$ cat config.mk
export PLATFORM = sky130hd
export DESIGN_NAME = instruction_fetch_controller
export DESIGN_NICKNAME = d
export VERILOG_FILES = /design/src/rtl/instruction_fetch_controller.sv
export SDC_FILE = /design/constraint.sdc
export NUM_CORES = 1
export LEC_CHECK = 0
export ABC_AREA = 1
export CAP_MARGIN = 20
export CORE_ASPECT_RATIO = 0.8
export CORE_UTILIZATION = 40
export CTS_BUF_LIST = sky130_fd_sc_hd__clkbuf_8
export DETAILED_ROUTE_END_ITERATION = 10
export GPL_TIMING_DRIVEN = 0
export HOLD_SLACK_MARGIN = 0.06
export PLACE_DENSITY = 0.73
export SLEW_MARGIN = 40
export SYNTH_ARGS = -nofsm -noshare
export SYNTH_HDL_FRONTEND = slang
export SYNTH_SLANG_ARGS = --single-unit
$ cat constraint.sdc
create_clock -name clk -period 4.9 [get_ports clk]
set_input_delay 0.735 -clock clk [delete_from_list [all_inputs] [get_ports clk]]
set_output_delay 0.735 -clock clk [all_outputs]
set_load 0.1 [all_outputs]
$ cat src/rtl/instruction_fetch_controller.sv
// Instruction fetch controller: owns the PC, drives the asynchronous-read ROM
// and registers the returned word for decode. Handles stall, jump/branch
// redirects, a HALT word and address faults.
module instruction_fetch_controller #(
    parameter int unsigned           MEMORY_DEPTH = 32,
    parameter int unsigned           DATA_WIDTH   = 32,
    parameter logic [DATA_WIDTH-1:0] RESET_VECTOR = '0,
    parameter logic [DATA_WIDTH-1:0] HALT_WORD    = DATA_WIDTH'(32'h0000000C)
) (
    input  logic                  clk,
    input  logic                  reset,
    input  logic                  Stall,
    input  logic                  Jump,
    input  logic [DATA_WIDTH-1:0] JumpTarget,
    input  logic                  BranchTaken,
    input  logic [DATA_WIDTH-1:0] BranchTarget,
    input  logic                  Resume,
    input  logic [DATA_WIDTH-1:0] Instruction,
    output logic [DATA_WIDTH-1:0] Address,
    output logic [DATA_WIDTH-1:0] InstructionOut,
    output logic [DATA_WIDTH-1:0] PCOut,
    output logic [DATA_WIDTH-1:0] PCPlus4,
    output logic                  InstrValid,
    output logic                  Halted,
    output logic                  Fault,
    output logic [1:0]            FaultCause,
    output logic [DATA_WIDTH-1:0] FaultPC
);

    // First byte address past the end of the ROM.
    localparam logic [DATA_WIDTH-1:0] ADDR_LIMIT = DATA_WIDTH'(MEMORY_DEPTH * 4);

    localparam logic [1:0] CAUSE_NONE      = 2'b00;
    localparam logic [1:0] CAUSE_MISALIGN  = 2'b01;
    localparam logic [1:0] CAUSE_OUT_RANGE = 2'b10;

    typedef enum logic [1:0] {
        IDLE  = 2'd0,
        RUN   = 2'd1,
        HALT  = 2'd2,
        FAULT = 2'd3
    } state_t;

    state_t                state;
    logic [DATA_WIDTH-1:0] pc;
    logic                  misaligned;
    logic                  out_of_range;

    // Fault classification of the PC currently presented to the ROM.
    assign misaligned   = (pc[1:0] != 2'b00);
    assign out_of_range = (pc >= ADDR_LIMIT);

    // ROM address tracks the PC; status flags decode straight from state.
    assign Address = pc;
    assign PCPlus4 = PCOut + DATA_WIDTH'(4);
    assign Halted  = (state == HALT);
    assign Fault   = (state == FAULT);

    // Fetch sequencer: PC, fetch register and fault capture.
    always_ff @(posedge clk or posedge reset) begin
        if (reset) begin
            state          <= IDLE;
            pc             <= RESET_VECTOR;
            InstructionOut <= '0;
            PCOut          <= '0;
            InstrValid     <= 1'b0;
            FaultCause     <= CAUSE_NONE;
            FaultPC        <= '0;
        end else begin
            case (state)
                IDLE: begin
                    InstrValid <= 1'b0;
                    state      <= RUN;
                end
                RUN: begin
                    if (misaligned || out_of_range) begin
                        // Misaligned takes precedence when both apply.
                        FaultPC    <= pc;
                        FaultCause <= misaligned ? CAUSE_MISALIGN : CAUSE_OUT_RANGE;
                        InstrValid <= 1'b0;
                        state      <= FAULT;
                    end else if (Jump) begin
                        pc         <= JumpTarget;
                        InstrValid <= 1'b0;
                    end else if (BranchTaken) begin
                        pc         <= BranchTarget;
                        InstrValid <= 1'b0;
                    end else if (!Stall) begin
                        InstructionOut <= Instruction;
                        PCOut          <= pc;
                        InstrValid     <= 1'b1;
                        pc             <= pc + DATA_WIDTH'(4);
                        if (Instruction == HALT_WORD) begin
                            state <= HALT;
                        end
                    end
                end
                HALT: begin
                    InstrValid <= 1'b0;
                    if (Resume) begin
                        state <= RUN;
                    end
                end
                FAULT: begin
                    InstrValid <= 1'b0;
                    if (Resume) begin
                        pc         <= RESET_VECTOR;
                        FaultCause <= CAUSE_NONE;
                        state      <= IDLE;
                    end
                end
                default: begin
                    state <= IDLE;
                end
            endcase
        end
    end

endmodule

==> impl.org <==
** Placed design
- Input and output buffers added on the ports amount to around 270.
- Placed insts :: 1,474
- Detailed placement finished with a half-perimeter wire length of 19.2 mm.
- OpenSTA, run right after detailed placement, puts the worst setup slack at 1.80 ns.
- Routability-driven placement finished with a final weighted congestion of 0.931.
- In this run the cell area measured after placement is around 9400 sq um.

** Cells and area
- Share of cells above drive strength 1 :: 19.2%
- P&R area growth vs syn :: 35.2%
- Once layout is complete, the utilization of the core stands at between 50% and 60%.
- After the flow finishes, the layout carries non-filler instances totaling ~1,500.
- NumNets Final :: 1,373
- Finished layout cell area :: 9760 sq um

** Detailed routing
- Number of vias per cell after detailed routing :: 5.02
- For this block, the routed nets add up to 24.6 mm of wire.
- Remaining DRCs :: 16
- Number of iterations in the first detailed-routing pass :: 9
- Dividing the detail-routed wire length by the instance count gives around 16 um.
- In this run the remaining antenna-violating nets after routing total 0.
- In this run, the number of DRC markers left after iteration 0 of detailed routing was 659.
- Vias post-DR :: 7,566

** Global routing
- Wire length of the first global-routing pass :: 38.4 mm
- The number of global-route vias before repair is between 7,000 and 8,000.
- Final global-route overflow total :: 0
- Tot GR Track Use :: between 20 and 30%
- Largest net degree at the start of global routing :: 75
- The number of antenna violations at the first check in global routing was 1.

** CTS
- Clock tree synthesis inserted a total of 17 buffers.
- Clock transition at the registers of the reported paths :: 0.09 ns
- Once the clock tree was built, the resizer swapped 0 gates to a different size.
- Maximum clock path buffer count :: 2
- TritonCTS built the clock tree.
- Count of buffers added by post-CTS timing repair for setup :: 0
- CTS built an H-tree with a depth of 4.
- For this design, the sink count on the clock tree is 133.
- The tree is rooted in a sky130_fd_sc_hd__clkbuf_8.
- Count of hold buffers inserted by post-cts repair :: 0
- Worst-Skew Late Latency :: 0.46 ns

** Synth
- Synthesis inferred 133 register bits.
- For this run, asynchronously set or reset flops after synthesis account for 100%.
- Portion of synthesized cell area occupied by the leading cell type :: between 40% and 50%
- The number of different library cells used by synthesis comes to 36.
- Post-synth design cell area :: 7220 sq um
- Synth cell count leaders :: sky130_fd_sc_hd__nand2_1 (355), sky130_fd_sc_hd__dfrtp_1 (133), sky130_fd_sc_hd__inv_1 (104)
- After technology mapping, the gate count stands at 982.
- After synthesis, flip-flops and latches occupy between 40% and 50% of the total area.
- Yosys printed 0 warnings.
- After synthesis, the cell types taking the most area are sky130_fd_sc_hd__dfrtp_1 (46%), sky130_fd_sc_hd__nand2_1 (18%), sky130_fd_sc_hd__inv_1 (5.4%).
- Post-Syn Nets :: around 1,100
- Yosys mapped a number of flops with a built-in enable equal to 0.
- Among all flip-flop cells after synthesis, the most frequent one is sky130_fd_sc_hd__dfrtp_1.
- Dominant cell by count in the synthesized netlist :: sky130_fd_sc_hd__nand2_1
- sky130_fd_sc_hd__dfrtp_1 takes more of the synthesized area than any other cell.
- Post-Synthesis Mean Instance Area :: roughly 7.4 sq um

** Timing
- Maximum clock skew at final layout :: 0.0185 ns
- Worst Max-Slew Pin Slew :: 0.692 ns
- Across all hold checks on the routed design, the worst slack comes to roughly 0.47 ns.
- Measured against its own limit, the worst slew margin works out to between 50 and 60%.
- Setup repair after global routing left no endpoint under its margin.
- Ratio of final minimum period to clock period :: 71.7%
- Highest Clock Rate :: 285 MHz
- The worst path needs 3.51 ns of the cycle, external delays included.
- Setup violations remaining at the end of the flow were counted as 0.
- The total count of max-transition violations in the final report is 0.
- Worst Slack Setup Final :: around 1.4 ns
- Total count of hold-check failures in the final report :: 0

** Floorplanning
- Initial core utilization :: approximately 41%
- Boundary pin count :: 267
- Measured along the x axis, the die boundary spans between 150 and 200 um.
- Total core area :: 17,500 sq um
- The die covers 18,600 sq um.
- Row generation in the floorplan step produced 43 rows.
- Y dimension of the die :: approximately 120 um

** Critical path
- Reg2reg start :: Address[18]
- Measured in cells, the most critical reg-to-reg path has a length of 12.
- The worst register-to-register path ends at Address[13].
- The worst setup path is launched from a flop.
- The most critical setup path has its startpoint at PCOut[6].
- Flop2flop setup slack :: 2.59 ns
- The critical path is of the reg -> out type.
- STA puts the critical path data arrival time at 2.78 ns.
- At the worst endpoint, the required time is 4.16 ns.
- In this run the worst setup path terminates at PCPlus4[31].
- Largest fanout of any net on the critical path :: 4
- STA classifies the critical path endpoint as an output port.

** Outcome
- The flow ran to the end, but the final reports show violations.
- Violated checks :: DRC

** Hold path
- Worst hold path type :: reg -> reg

** Pwr
- IR analysis of the VDD net gives a maximum drop of 0.269 mV.
- Power per unit of standard cell area :: around 550 nW/um^2
- Static Leak :: a little over 5 nW

** Flow run
- Count of max-cap constraint violations :: 0
==> layout make-up <==
cell class / count / area [sq um]
fill: 1705 / 7720
sequential: 133 / 3330
multi-input combinational: 709 / 3290
timing repair buffer: 267 / 1860
inverter: 106 / 405
tap: 225 / 282
clock buffer: 17 / 234
buffer: 34 / 200
clock inverter: 15 / 151
antenna: 1 / 2.50
==> layer usage <==
layer | track usage (%) | wire (um) | share of wire, %
met1 | 38.6 | 11500 | 47
met4 | 8.67 | 437 | 1.8
met5 | 0 | 0 | 0
met2 | 40.3 | 10500 | 43
met3 | 6.94 | 2230 | 9.1
==> worst min path at each step <==
stage / from / endpoint / cells after the start
4_1_cts: InstructionOut[15] / InstructionOut[15] / 2
3_5_place_dp: InstructionOut[15] / InstructionOut[15] / 2
3_3_place_gp: InstructionOut[31] / InstructionOut[31] / 2
2_1_floorplan: state[0] / state[0] / 2
5_1_grt: FaultPC[6] / FaultPC[6] / 2
6_report: InstructionOut[15] / InstructionOut[15] / 2
==> sequential cells by signal (all words and copies together), names as in the netlist <==
signal / count
Address: 32
FaultPC: 32
InstructionOut: 32
PCOut: 32
FaultCause: 2
state: 2
InstrValid: 1
==> report_power, final <==
| part | leakage (nW) | internal, W | switching (W) |
|---|---|---|---|
| Combinational | 3.20 | 0.000496 | 0.00244 |
| Clock | 0.199 | 0.000383 | 0.000532 |
| Sequential | 1.79 | 0.00131 | 0.000212 |
==> logic make-up after synthesis <==
logic type / share of synthesized area [%]
and+or+nand+nor: 32.3
DFF: 46.1
adders and majority gates: 0.520
buffers and inverters: 8.28
xor gates and xnor gates: 4.12
AOI/OAI and AO/OA: 8.70
==> critical path, cell delays in order (launching register included) <==
cell and delay (ns):
sky130_fd_sc_hd__dfrtp_1 0.44, sky130_fd_sc_hd__nand2_1 0.15, sky130_fd_sc_hd__nor2_1 0.23, sky130_fd_sc_hd__nand2_1 0.16, sky130_fd_sc_hd__nor2_1 0.26, sky130_fd_sc_hd__nand3_1 0.21, sky130_fd_sc_hd__nor2_1 0.20, sky130_fd_sc_hd__nand2_1 0.09
sky130_fd_sc_hd__xnor2_1 0.13, sky130_fd_sc_hd__buf_2 0.44
==> placed cells by master (no fill, tap or decap), drive strengths merged <==
cell and instances:
o211ai 1, nor4 3, nand3b 1, clkdlybuf4s50 101, dfrtp 133, xor2 28, a21oi 8, clkinv 4
nor3 23, o221ai 2, and3 2, o22ai 19, or2 6, ha 3, nand2 357, diode 1
nor2 107, nand4 15, inv 117, o21ai 73, xnor2 6, nand3 47, a211oi 2, buf 186
nor3b 1, o221a 4, and2 1, clkbuf 31
==> per-stage QoR <==
stage	TNS (ns)	total power, W
global placement	-181.24	0.00466
CTS	0	0.00537
global route	0	0.00560
floorplan	0	0.00379
finish	0	0.00537
detailed placement	0	0.00446
Power figures use the tool's default switching activity.
